## config.mk

```make
export PLATFORM = sky130hd
export DESIGN_NAME = apo_input_arbiter
export DESIGN_NICKNAME = d
export VERILOG_FILES = /design/src/rtl/apo_noc_pkg.sv /design/src/rtl/apo_pkt_fifo.sv /design/src/rtl/apo_input_arbiter.sv
export SDC_FILE = /design/constraint.sdc
export NUM_CORES = 1
export LEC_CHECK = 0
export BUFFER_PORTS_ARGS = -buffer_cell sky130_fd_sc_hd__buf_2
export CORE_ASPECT_RATIO = 0.9
export CORE_UTILIZATION = 39
export CTS_BUF_LIST = sky130_fd_sc_hd__clkbuf_4 sky130_fd_sc_hd__clkbuf_8
export DETAILED_ROUTE_END_ITERATION = 6
export GPL_TIMING_DRIVEN = 0
export PLACE_DENSITY_LB_ADDON = 0.3
export SLEW_MARGIN = 40
export SYNTH_ARGS = -nofsm -noshare
export SYNTH_HDL_FRONTEND = slang
export SYNTH_SLANG_ARGS = --single-unit
```

## constraint.sdc

```tcl
create_clock -name clk -period 8.8 [get_ports clk]
set_input_delay 0.44 -clock clk [delete_from_list [all_inputs] [get_ports clk]]
set_output_delay 0.44 -clock clk [all_outputs]
set_load 0.02 [all_outputs]
```

## src/rtl/apo_noc_pkg.sv

```systemverilog
// Shared constants for the circulant NoC router slice.
// Port indices, packet geometry and round-robin helper.
package apo_noc_pkg;

  localparam int K         = 6;
  localparam int N         = 7;
  localparam int N2        = 13;
  localparam int VALID_BIT = N2 - 1;
  localparam int NUM_PORTS = 5;
  localparam int CNT_W     = 16;

  localparam logic [2:0] P_FREE = 3'd0;
  localparam logic [2:0] P_R1R  = 3'd1;
  localparam logic [2:0] P_R2R  = 3'd2;
  localparam logic [2:0] P_R1L  = 3'd3;
  localparam logic [2:0] P_R2L  = 3'd4;

  // (a + b) mod NUM_PORTS for operands already below NUM_PORTS
  function automatic logic [2:0] port_add(
    input logic [2:0] a,
    input logic [2:0] b
  );
    logic [3:0] s;
    s = {1'b0, a} + {1'b0, b};
    if (s >= 4'(NUM_PORTS)) s = s - 4'(NUM_PORTS);
    return s[2:0];
  endfunction

endpackage

```

## src/rtl/apo_pkt_fifo.sv

```systemverilog
// Per-port packet FIFO with pop-then-push on full.
// A push into a full FIFO without a same-edge pop is dropped.
module apo_pkt_fifo
  import apo_noc_pkg::*;
#(
  parameter int PKT_W = N2,
  parameter int DEPTH = 4,
  parameter int PTR_W = $clog2(DEPTH)
) (
  input  logic             clk,
  input  logic             rst,
  input  logic             push_i,
  input  logic [PKT_W-1:0] din_i,
  input  logic             pop_i,
  output logic [PKT_W-1:0] dout_o,
  output logic             full_o,
  output logic             empty_o,
  output logic             drop_o
);

  localparam logic [PTR_W:0] CNT_FULL = (PTR_W + 1)'(DEPTH);

  logic [PKT_W-1:0] mem_q [DEPTH];
  logic [PTR_W-1:0] rd_q;
  logic [PTR_W-1:0] wr_q;
  logic [PTR_W:0]   cnt_q;
  logic [PTR_W:0]   cnt_d;
  logic             do_pop;
  logic             do_push;

  assign full_o  = (cnt_q == CNT_FULL);
  assign empty_o = (cnt_q == '0);
  assign do_pop  = pop_i & ~empty_o;
  assign do_push = push_i & (~full_o | do_pop);
  assign drop_o  = push_i & full_o & ~do_pop;
  assign dout_o  = mem_q[rd_q];

  // occupancy next state
  always_comb begin
    cnt_d = cnt_q;
    unique case ({do_push, do_pop})
      2'b10:   cnt_d = cnt_q + 1'b1;
      2'b01:   cnt_d = cnt_q - 1'b1;
      default: cnt_d = cnt_q;
    endcase
  end

  // pointers and count; reset empties the FIFO
  always_ff @(posedge clk) begin
    if (rst) begin
      rd_q  <= '0;
      wr_q  <= '0;
      cnt_q <= '0;
    end else begin
      if (do_pop)  rd_q <= rd_q + 1'b1;
      if (do_push) wr_q <= wr_q + 1'b1;
      cnt_q <= cnt_d;
    end
  end

  // storage; contents need no reset
  always_ff @(posedge clk) begin
    if (do_push && !rst) mem_q[wr_q] <= din_i;
  end

endmodule

```

## src/rtl/apo_input_arbiter.sv

```systemverilog
// Input buffering and registered round-robin arbiter.
// Optional stats counters under APO_ARB_STATS_EN.
module apo_input_arbiter
  import apo_noc_pkg::*;
#(
  parameter int PKT_W = N2,
  parameter int DEPTH = 4,
  parameter int PTR_W = 2
) (
  input  logic                   clk,
  input  logic                   rst,
  input  logic [PKT_W-1:0]       in_free,
  input  logic [PKT_W-1:0]       in_r1R,
  input  logic [PKT_W-1:0]       in_r2R,
  input  logic [PKT_W-1:0]       in_r1L,
  input  logic [PKT_W-1:0]       in_r2L,
  output logic [PKT_W-1:0]       out_pkt,
  output logic [2:0]             out_src,
  output logic                   out_inph,
  output logic [NUM_PORTS-1:0]   fifo_full,
  output logic [NUM_PORTS-1:0]   ovf_pulse
`ifdef APO_ARB_STATS_EN
  ,
  output logic [NUM_PORTS*CNT_W-1:0] drop_cnt,
  output logic [CNT_W-1:0]           fwd_cnt
`endif
);

  logic [PKT_W-1:0]     in_w [NUM_PORTS];
  logic [PKT_W-1:0]     dout [NUM_PORTS];
  logic [NUM_PORTS-1:0] empty;
  logic [NUM_PORTS-1:0] full;
  logic [NUM_PORTS-1:0] drop;
  logic [NUM_PORTS-1:0] pop;
  logic [2:0]           rr_q;
  logic [2:0]           rr_d;
  logic [2:0]           sel;
  logic [2:0]           idx;
  logic                 hit;

  assign in_w[P_FREE] = in_free;
  assign in_w[P_R1R]  = in_r1R;
  assign in_w[P_R2R]  = in_r2R;
  assign in_w[P_R1L]  = in_r1L;
  assign in_w[P_R2L]  = in_r2L;

  assign fifo_full = full;

  for (genvar i = 0; i < NUM_PORTS; i++) begin : g_fifo
    apo_pkt_fifo #(
      .PKT_W (PKT_W),
      .DEPTH (DEPTH),
      .PTR_W (PTR_W)
    ) u_fifo (
      .clk     (clk),
      .rst     (rst),
      .push_i  (in_w[i][PKT_W-1]),
      .din_i   (in_w[i]),
      .pop_i   (pop[i]),
      .dout_o  (dout[i]),
      .full_o  (full[i]),
      .empty_o (empty[i]),
      .drop_o  (drop[i])
    );
  end

  // first non-empty port scanning upward from rr_q
  always_comb begin
    hit = 1'b0;
    sel = '0;
    idx = '0;
    for (int k = 0; k < NUM_PORTS; k++) begin
      idx = port_add(rr_q, 3'(k));
      if (!hit && !empty[idx]) begin
        hit = 1'b1;
        sel = idx;
      end
    end
  end

  // pop strobe and pointer advance for the winner
  always_comb begin
    pop  = '0;
    rr_d = rr_q;
    if (hit) begin
      pop[sel] = 1'b1;
      rr_d     = port_add(sel, 3'd1);
    end
  end

  // output registers, pointer and drop pulses
  always_ff @(posedge clk) begin
    if (rst) begin
      rr_q      <= '0;
      out_pkt   <= '0;
      out_src   <= '0;
      out_inph  <= 1'b0;
      ovf_pulse <= '0;
    end else begin
      rr_q      <= rr_d;
      out_pkt   <= hit ? dout[sel] : '0;
      out_src   <= hit ? sel : 3'd0;
      out_inph  <= hit && (sel != P_FREE);
      ovf_pulse <= drop;
    end
  end

`ifdef APO_ARB_STATS_EN
  // saturating drop and forward counters
  always_ff @(posedge clk) begin
    if (rst) begin
      drop_cnt <= '0;
      fwd_cnt  <= '0;
    end else begin
      for (int i = 0; i < NUM_PORTS; i++) begin
        if (drop[i] && drop_cnt[i*CNT_W +: CNT_W] != '1)
          drop_cnt[i*CNT_W +: CNT_W] <= drop_cnt[i*CNT_W +: CNT_W] + 1'b1;
      end
      if (hit && fwd_cnt != '1) fwd_cnt <= fwd_cnt + 1'b1;
    end
  end
`endif

endmodule
```

==> summary.txt, run 1 <==
STA
  – Setup TNS: 0 ps
  – Fin Hold WS: 47.8 ps
  – Post-route setup slack: 3220 ps
  – Post-route minimum period: approximately 5600 ps
  – Worst Max-Slew Pin Slew: around 780 ps
  – Unrepaired setup endpoints after global routing: false
  – Final period util: 63.4%
  – Final Setup Violations: 0
  – Slew Limit Fails: 0
  – Fmax: roughly 180 MHz
  – Final hold viol count: 0
  – Final Skew: a little under 30 ps
  – Max_slew headroom: between 40 and 50%

Layout
  – Total Nets Final: approximately 1200
  – Footprint of the multi-input gates: 4560 sq um
  – Reg area: between 9000 and 10000 sq um
  – P&R area growth vs syn: 16.1%
  – FILL cells: 3083
  – Layout cells sized above 1: between 30% and 40%

CTS
  – Hold-fix buffers, CTS: 0
  – Post_cts resized: 0
  – Htree depth: 2
  – Clk sinks: 330
  – Clk_lat worst skew: about 600 ps
  – Max Buffers Root-to-Sink: 3
  – Num CTS Buffers: 54
  – Worst-path clk slew: ~60 ps
  – CTS tree: built
  – Root buffer cell: clkbuf_8
  – Post-CTS Setup Bufs: 0

Detailed routing
  – Vias per Instance: just over 5
  – First-pass DRT Iterations: 5
  – Wire per inst: about 20 um
  – Met1 wire length: 14100 um
  – DRT Wirelength: between 30000 and 40000 um
  – Post-route ant nets: 0
  – Via count: roughly 8100
  – DR top layer: met5
  – Initial DRC count: between 600 and 700
  – WL met3: 1590 um
  – DRC viols: 0
  – Met2 wire length: around 14000 um

Logic synthesis
  – Unique masters post-synth: 74
  – Syn. warnings: 0
  – Gate Count Post-Synth: 906
  – Cell Area, Synth: about 14000 sq um
  – Synthesis-stage register bit count: between 300 and 400
  – Part of the Yosys area used for sequential elements: approximately two thirds
  – EDFF count, synth: 260
  – Synthesized Nets: 1011
  – Syn_area_per_cell: 15.6 sq um
  – Main synth FF type: edfxtp_1
  – Async S/R FF share, synth: 0%

Critical path
  – Crit path buf inv count: 2
  – Setup crit start kind: register
  – Reg2reg start: rr_q[1]
  – CP arrival: approximately 5800 ps
  – CP max FO: 13
  – Crit path top cell by count: nor2_1
  – Crit path from: rr_q[1]
  – Critical Path RT: 9030 ps
  – Element type at the critical path end: register
  – Critical path's largest stage delay: ~670 ps
  – Slowest stage cell, crit path: a221oi_2
  – CP Cell Sequence: inv_1 -> ha_1 -> buf_2 -> nor2_1 -> a221oi_1 -> a211oi_1 -> a221oi_2 -> mux2i_1 -> o211a_1 -> a31oi_1 -> o21bai_2 -> nor4b_4 -> o21ai_1 -> nor2_1 -> and2_1
  – Critical path class: register to register
  – CP delay by family, top: compound AO/OA/AOI/OAI gates

Run status
  – Status: complete, no violations

Hold path
  – Min-delay src: in_r2R[5]
  – Worst Hold Class: primary input to register

Power
  – Power Density: 380 nW/um^2
  – VDD IR max: approximately 230 uV
  – Total power: roughly 6.3 mW
  – P_leak: ~5.9 nW

Flow run
  – Maxcap violations: 0

Placed design
  – Port bufs: slightly above 90
  – Post-DP HPWL: 21600 um
  – GP Congestion: 0.834
  – Post-place setup slack: 3250 ps

Die
  – Die width: 203 um
  – Row count: 65
  – Die Y: around 180 um
  – Starting Density: 40.0%
  – Area of the core: 35400 sq um
  – DIE AREA: approximately 37000 sq um
  – I/O pin count: 94

Global routing
  – Total grt overflow: 0
  – Initial antenna violation count: 4
  – GRT Overall Usage: 16.7%
  – Largest net degree at the start of global routing: 17
  – Global-route wire length before repair: between 40000 and 50000 um
  – Number of global-route vias before repair: around 8000
synth_stat cells (3+ instances only):
cell      instances  area share [%]
nand3_1           9            0.32
xor2_1            7            0.43
buf_6             5            0.40
o22ai_1          15            0.66
inv_1            50             1.3
nand2_1          31            0.82
a21o_1            3            0.16
ha_1             32             2.8
a211o_1           5            0.31
clkbuf_1         16            0.42
buf_4             6            0.32
xnor2_1          24             1.5
a211oi_1          4            0.21
nor2b_1           6            0.26
o21ai_1           4            0.14
and2_1           16            0.71
or3_1             4            0.18
buf_2             9            0.32
inv_2             3           0.079
edfxtp_1        260              55
nor4_1            5            0.22
mux4_2           67              11
mux2_2           12            0.95
buf_1             3           0.079
dfxtp_1          70             9.9
nor3_1           12            0.42
a31oi_1          12            0.53
o21ai_0           8            0.28
mux2i_1          32             2.3
nor2_1           78             2.1
a221oi_1          4            0.25
and3_1            3            0.13
nand2b_1          6            0.26
fa_1              6            0.85
a21oi_1          25            0.88
nor3b_1           6            0.32
placed cells by master (no fill, tap or decap), types with 7 or more instances in the layout:
cell	netlist	routed
buf_2	9	104
o21ai_0	8	8
nor2_1	78	78
clkbuf_4	0	27
clkbuf_8	0	61
nand2_1	31	31
and2_1	16	16
dfxtp_1	70	70
edfxtp_1	260	260
nand3_1	9	9
mux4_2	67	67
clkbuf_1	16	12
xnor2_1	24	24
a31oi_1	12	12
o22ai_1	15	15
xor2_1	7	7
buf_4	6	12
mux2i_1	32	32
a21oi_1	25	25
inv_1	50	50
ha_1	32	32
mux2_2	12	12
nor3_1	12	10
worst register-to-register path, cell delays in order, from the launching register on:
cell and delay [ps]:
dfxtp_1 570, inv_1 280, ha_1 450, buf_2 290, nor2_1 70, a221oi_1 330
a211oi_1 130, a221oi_2 670, mux2i_1 270, o211a_1 160, a31oi_1 50, o21bai_2 290
nor4b_4 520, o21ai_1 250, nor2_1 240, and2_1 640
logic make-up after synthesis:
group	count (synthesis)	synth area share, %
compound gates	106	5.37
xor+xnor	31	1.92
fa+ha+maj	38	3.67
buf+inv	94	3.00
flops	330	65.0
mux	113	14.1
simple gates	194	6.99
flip-flops by register name, indices dropped and copies added (netlist names), named ones only:
register / cells
out_inph: 1
rr_q: 3
out_pkt: 13
ovf_pulse: 5
g_fifo.u_fifo.rd_q: 10
g_fifo.u_fifo.mem_q: 260
out_src: 3
g_fifo.u_fifo.cnt_q: 15
g_fifo.u_fifo.wr_q: 10
final timing paths:
path                                        end  slack [ps]  cells past startpoint
setup / recovery  g_fifo[2].u_fifo.mem_q[0][11]        3220                     15
hold / removal     g_fifo[2].u_fifo.mem_q[1][5]          50                      1
setup reg to reg  g_fifo[2].u_fifo.mem_q[0][11]        3220                     15
hold reg to reg        g_fifo[1].u_fifo.wr_q[1]         520                      2
stage by stage:
step,cell area (sq um),std cells,util (%)
6_report,16400,1576,46.5
5_1_grt,16400,1575,46.5
4_1_cts,16400,1575,46.5
3_5_place_dp,15300,1475,43.3
3_3_place_gp,15200,1467,43.0
2_1_floorplan,14200,906,-
final cells by class:
type | instances | share of cell area, %
antenna | 1 | 0.0152
buffer | 40 | 1.39
clock buffer | 88 | 6.34
clock inverter | 12 | 0.563
inverter | 54 | 1.23
multi-input combinational | 482 | 27.8
sequential | 330 | 56.0
tap | 469 | 3.57
timing repair buffer | 100 | 3.13
where the power goes:
part | internal (mW) | switching (mW)
Combinational | 1.17 | 1.77
Sequential | 1.86 | 0.0825
Clock | 0.755 | 0.611
Total | 3.79 | 2.47
routing by layer:
layer | up-vias | track usage [%]
met3 | 55 | 3.41
met1 | 4013 | 23.5
met4 | 6 | 4.99
met5 | - | 0
met2 | 204 | 26.2
li1 | 3774 | -
Power figures use the tool's default switching activity.
==> run 2: changes to the inputs <==
clock period = 5.25 ns   (was 8.8 ns; I/O delays follow)
==> summary.txt, run 2 (synthesized netlist as in run 1, its figures left out) <==
Run status
  – Status: complete, no violations

Hold path
  – Min-delay src: rst
  – Worst Hold Depth: 3
  – Worst Hold Class: primary input to register
  – Hold worst-path end: g_fifo[0].u_fifo.cnt_q[2]

STA
  – Final Setup Violations: 0
  – Worst Max-Slew Pin Slew: approximately 840 ps
  – Slew Limit Fails: 0
  – Unrepaired setup endpoints after global routing: true
  – Fmax: ~200 MHz
  – Final Skew: around 28 ps
  – Final period util: slightly below 100%
  – Post-route setup slack: roughly 190 ps
  – Fin Hold WS: approximately 340 ps
  – Max_slew headroom: 43.5%
  – Post-route minimum period: slightly above 5000 ps
  – Final hold viol count: 0

CTS
  – Clk_lat worst skew: 610 ps
  – Max Buffers Root-to-Sink: 3
  – Htree depth: 2
  – Clk sinks: 330
  – CTS tree: built
  – Worst-path clk slew: 60 ps
  – Root buffer cell: clkbuf_8
  – Num CTS Buffers: 54

Die
  – Area of the core: roughly 35000 sq um
  – Row count: 65
  – Die Y: ~180 um
  – I/O pin count: between 90 and 100
  – Starting Density: between 40% and 50%
  – Die width: 203 um
  – DIE AREA: 37100 sq um

Layout
  – Layout cells sized above 1: about a third
  – P&R area growth vs syn: 21.9%
  – Commonest non-fill, non-tap cell in the layout: edfxtp_1
  – Max FFs per register: between 200 and 300
  – Commonest non-fill, non-tap cells in the layout: edfxtp_1, buf_2, nor2_1
  – Largest registers: g_fifo.u_fifo.mem_q x260, g_fifo.u_fifo.cnt_q x15, out_pkt x13
  – Total Nets Final: about 1200
  – Antenna Cells: 0
  – Most flops, register: g_fifo.u_fifo.mem_q

Detailed routing
  – DRC viols: 0
  – Vias per Instance: around 5.1
  – Initial DRC count: between 500 and 600
  – Post-route ant nets: 0
  – Wire per inst: 19.0 um
  – Via count: around 8300
  – DRT Wirelength: 31300 um
  – First-pass DRT Iterations: 6

Power
  – Power Density: approximately 620 nW/um^2
  – P_leak: around 6.3 nW
  – VDD IR max: 392 uV

Critical path
  – Critical path class: register to register
  – Element type at the critical path end: register
  – CP max FO: 10
  – Reg2reg start: rr_q[0]
  – Crit path top cell by count: buf_2
  – Critical Path RT: ~5800 ps
  – Crit path buf inv count: 4
  – CP delay by family, top: compound AO/OA/AOI/OAI gates
  – Reg2Reg Depth: 20
  – CP arrival: about 5600 ps
  – Reg2reg end: g_fifo[4].u_fifo.cnt_q[2]
  – Reg-to-reg slack, setup: 190 ps
  – Crit path from: rr_q[0]
  – Setup crit start kind: register
  – Slowest stage cell, crit path: ha_1
  – Critical path's largest stage delay: between 400 and 500 ps
  – CP Cell Sequence: buf_2 -> inv_2 -> ha_1 -> buf_2 -> nor2_1 -> a221oi_1 -> a211oi_2 -> a221oi_4 -> mux2i_1 -> o211a_1 -> a31oi_1 -> o21bai_2 -> nor3b_4 -> o21ai_2 -> ha_2 -> inv_1 -> fa_1 -> xor2_1 -> or3_1 -> a21oi_1

Global routing
  – Global-route wire length before repair: 47700 um
  – GRT Overall Usage: between 10% and 20%
  – Number of global-route vias before repair: approximately 8300
  – Initial antenna violation count: 0
  – Total grt overflow: 0
  – Largest net degree at the start of global routing: 17

Placed design
  – Post-place setup slack: -302 ps
  – Post-DP HPWL: ~22000 um
  – GP Congestion: roughly 0.83
  – Port bufs: between 90 and 100

Flow run
  – Maxcap violations: 0
==> run 2: changes by cell type in the layout (fill, tap and decap cells not counted), sizes merged <==
cell / change
diode: -1
clkbuf: +1
buf: +8
dlygate4sd3: +65
==> run 2: power by group <==
part           leakage [nW]  switching, mW  internal, mW  total, mW
Sequential             2.94          0.136          3.12       3.25
Combinational          2.73           3.07          2.13       5.20
Clock                 0.605           1.02          1.27       2.29
Total                  6.27           4.23          6.52       10.7
==> run 2: worst max path at each step <==
stage / end / cells after the start
4_1_cts: g_fifo[4].u_fifo.cnt_q[2] / 20
6_report: g_fifo[4].u_fifo.cnt_q[2] / 20
3_5_place_dp: g_fifo[2].u_fifo.mem_q[1][11] / 15
2_1_floorplan: g_fifo[0].u_fifo.mem_q[3][0] / 16
5_1_grt: g_fifo[3].u_fifo.mem_q[2][2] / 18
3_3_place_gp: g_fifo[0].u_fifo.mem_q[3][8] / 14
==> run 2: final cells by class <==
type                    count  area [sq um]
fillers                  3040         18100
flip-flops and latches    330          9210
multi-input cells         482          4670
repair buffers            174          1230
clock buffers              88          1040
well taps                 469           587
plain buffers              40           231
inverters                  54           203
clock inverters            12          92.6
==> run 2: repair_timing <==
action / in CTS / in global routing
endpoints found under the setup margin: 106 / 231
pin swaps: 0 / 4
hold buffers: 65 / 0
setup buffers: 0 / 9
hold endpoints to repair: 263 / 0
gates resized for setup: 11 / 22
==> run 2: metal layers <==
layer	vias up	track usage [%]	wire length [um]
li1	3917	-	-
met1	4157	23.9	14400
met2	219	27.1	14700
met3	55	3.02	1520
met4	0	4.87	673
met5	-	0	0
==> run 2: worst register-to-register path, delay by kind of cell, from the launching register on <==
family | cells | cell delay [ps]
buffers and inverters | 4 | 720
XOR/XNOR | 1 | 160
AND/OR/NAND/NOR | 3 | 580
adder cells (fa/ha/maj) | 3 | 1010
multiplexers | 1 | 260
flip-flops | 1 | 390
AO/OA/AOI/OAI | 8 | 1850
==> run 2: stage by stage <==
stage	setup TNS (ps)	instances	power [mW]	area, sq um	utilization, %
2_1_floorplan	0	906	6.91	14200	-
3_3_place_gp	-77300	1467	8.15	15200	43.0
3_5_place_dp	-25290	1475	8.21	15300	43.3
4_1_cts	-10.8	1640	10.6	17100	48.4
5_1_grt	-949	1649	11.4	17300	48.8
6_report	0	1649	10.7	17300	48.8
==> run 3: changes to the inputs <==
MAX_ROUTING_LAYER = met4   (was unset)
==> summary.txt, run 3 (synthesized netlist as in run 1, its figures left out) <==
Critical path
  – Reg2Reg Depth: 19
  – Setup crit start kind: register
  – Critical path class: register to register
  – Element type at the critical path end: register
  – Reg2reg end: g_fifo[4].u_fifo.cnt_q[2]
  – Crit path from: rr_q[0]
  – CP arrival: 5570 ps
  – Critical Path RT: between 5000 and 6000 ps
  – Reg-to-reg slack, setup: approximately 180 ps
  – Critical path's largest stage delay: between 500 and 600 ps
  – CP Cell Sequence: buf_2 -> inv_2 -> ha_1 -> inv_1 -> fa_1 -> a21oi_4 -> xnor2_2 -> mux2_2 -> o2bb2ai_1 -> or4_4 -> o21ai_2 -> nand3_4 -> nor3b_4 -> ha_2 -> inv_1 -> fa_1 -> xor2_1 -> or3_1 -> a21oi_1
  – CP max FO: 8
  – Reg2reg start: rr_q[0]
  – Slowest stage cell, crit path: or4_4

Global routing
  – GRT Overall Usage: 17.5%
  – Initial antenna violation count: 2
  – Number of global-route vias before repair: about 8300
  – Global-route wire length before repair: ~48000 um
  – Largest net degree at the start of global routing: 17
  – Total grt overflow: 0

Die
  – I/O pin count: 94
  – DIE AREA: 37100 sq um
  – Starting Density: 40.0%
  – Area of the core: ~35000 sq um
  – Die Y: between 150 and 200 um
  – Die width: just over 200 um
  – Row count: 65

Placed design
  – Post-place setup slack: -302 ps
  – GP Congestion: 0.847
  – Placed cells: 1475
  – Port bufs: between 90 and 100
  – Post-DP HPWL: about 22000 um
  – Cell Area, Placed: between 15000 and 20000 sq um

Layout
  – Commonest non-fill, non-tap cells in the layout: edfxtp_1, buf_2, nor2_1
  – Commonest non-fill, non-tap cell in the layout: edfxtp_1
  – Max FFs per register: 260
  – Final Non-Filler Cells: 1654
  – Most flops, register: g_fifo.u_fifo.mem_q
  – Post-Route Utilization: roughly half
  – Design Area, Final: between 15000 and 20000 sq um
  – Total Nets Final: around 1200
  – P&R area growth vs syn: 22.1%
  – Layout cells sized above 1: between 30% and 40%
  – Largest registers: g_fifo.u_fifo.mem_q x260, g_fifo.u_fifo.cnt_q x15, out_pkt x13

Flow run
  – Maxcap violations: 0

CTS
  – Root buffer cell: clkbuf_8
  – Worst-path clk slew: about 60 ps
  – Htree depth: 2
  – Clk sinks: 330
  – CTS tree: built
  – Max Buffers Root-to-Sink: 3
  – Clk_lat worst skew: just over 600 ps
  – Num CTS Buffers: 54

Hold path
  – Min-delay src: rst
  – Worst Hold Class: primary input to register
  – Worst Hold Depth: 3
  – Hold worst-path end: g_fifo[0].u_fifo.cnt_q[2]

Detailed routing
  – Post-route ant nets: 0
  – Via count: 8356
  – DRC viols: 0
  – DRT Wirelength: about 31000 um
  – Wire per inst: about 19 um
  – Initial DRC count: 532
  – First-pass DRT Iterations: 5
  – Vias per Instance: 5.05

STA
  – Slew Limit Fails: 0
  – Final Skew: roughly 31 ps
  – Post-route minimum period: ~5100 ps
  – Setup TNS: 0 ps
  – Unrepaired setup endpoints after global routing: true
  – Final period util: a little over nine tenths
  – Final hold viol count: 0
  – Post-route setup slack: 181 ps
  – Worst Max-Slew Pin Slew: 847 ps
  – Final Setup Violations: 0
  – Max_slew headroom: between 40% and 50%
  – Fmax: just under 200 MHz

Power
  – P_leak: 6.28 nW
  – Power Density: around 620 nW/um^2
  – VDD IR max: ~390 uV

Run status
  – Status: complete, no violations
-- run 3: changes by cell type in the layout (fill, tap and decap cells not counted), sizes merged --
cell,change
buf,+3
diode,+2
-- run 3: power breakdown --
part           total [mW]  internal [mW]  switching, mW
registers            3.26           3.12          0.137
clock network        2.29           1.27           1.02
logic                5.23           2.16           3.07
-- run 3: repair_timing --
item                       4_1_cts  5_1_grt
hold endpoints to repair       263        0
buffers inserted                 0       12
resized for setup               11       17
pin swaps                        0        4
setup endpoints to repair      106      230
hold buffers                    65        0
-- run 3: worst max path at each step --
stage	end	slack, ps
after floorplan	g_fifo[0].u_fifo.mem_q[3][0]	440
after global placement	g_fifo[0].u_fifo.mem_q[3][8]	-1030
after detailed placement	g_fifo[2].u_fifo.mem_q[1][11]	-300
after CTS	g_fifo[4].u_fifo.cnt_q[2]	-10
after global routing	g_fifo[4].u_fifo.cnt_q[2]	-40
final	g_fifo[4].u_fifo.cnt_q[2]	180
-- run 3: layout make-up --
class                      count  area [sq um]
buffer                        40           231
antenna                        2          5.00
clock inverter                12          92.6
fill                        3036         18100
inverter                      54           203
multi-input combinational    482          4670
sequential                   330          9210
tap                          469           587
clock buffer                  88          1040
timing repair buffer         177          1260
-- run 3: critical path: cells and delay by family (launching register included) --
family	cells	cell delay, ps
AO/OA/AOI/OAI	4	800
XOR/XNOR	2	330
adder cells (fa/ha/maj)	4	1280
buffers and inverters	4	460
flip-flops	1	340
multiplexers	1	380
AND/OR/NAND/NOR	4	1410
-- run 3: stage by stage --
stage	total power [mW]	hold slack, ps
floorplan	6.91	361
global placement	8.15	476
detailed placement	8.21	481
CTS	10.6	339
global route	11.4	393
finish	10.8	329
-- run 3: layer usage --
metal  track usage, %  vias to the layer above  wire length, um
met5                -                        -                0
met4             4.24                        0              514
met3             2.88                       46             1400
met2             27.5                      202            14900
met1             23.9                     4177            14500
li1                 -                     3931                -
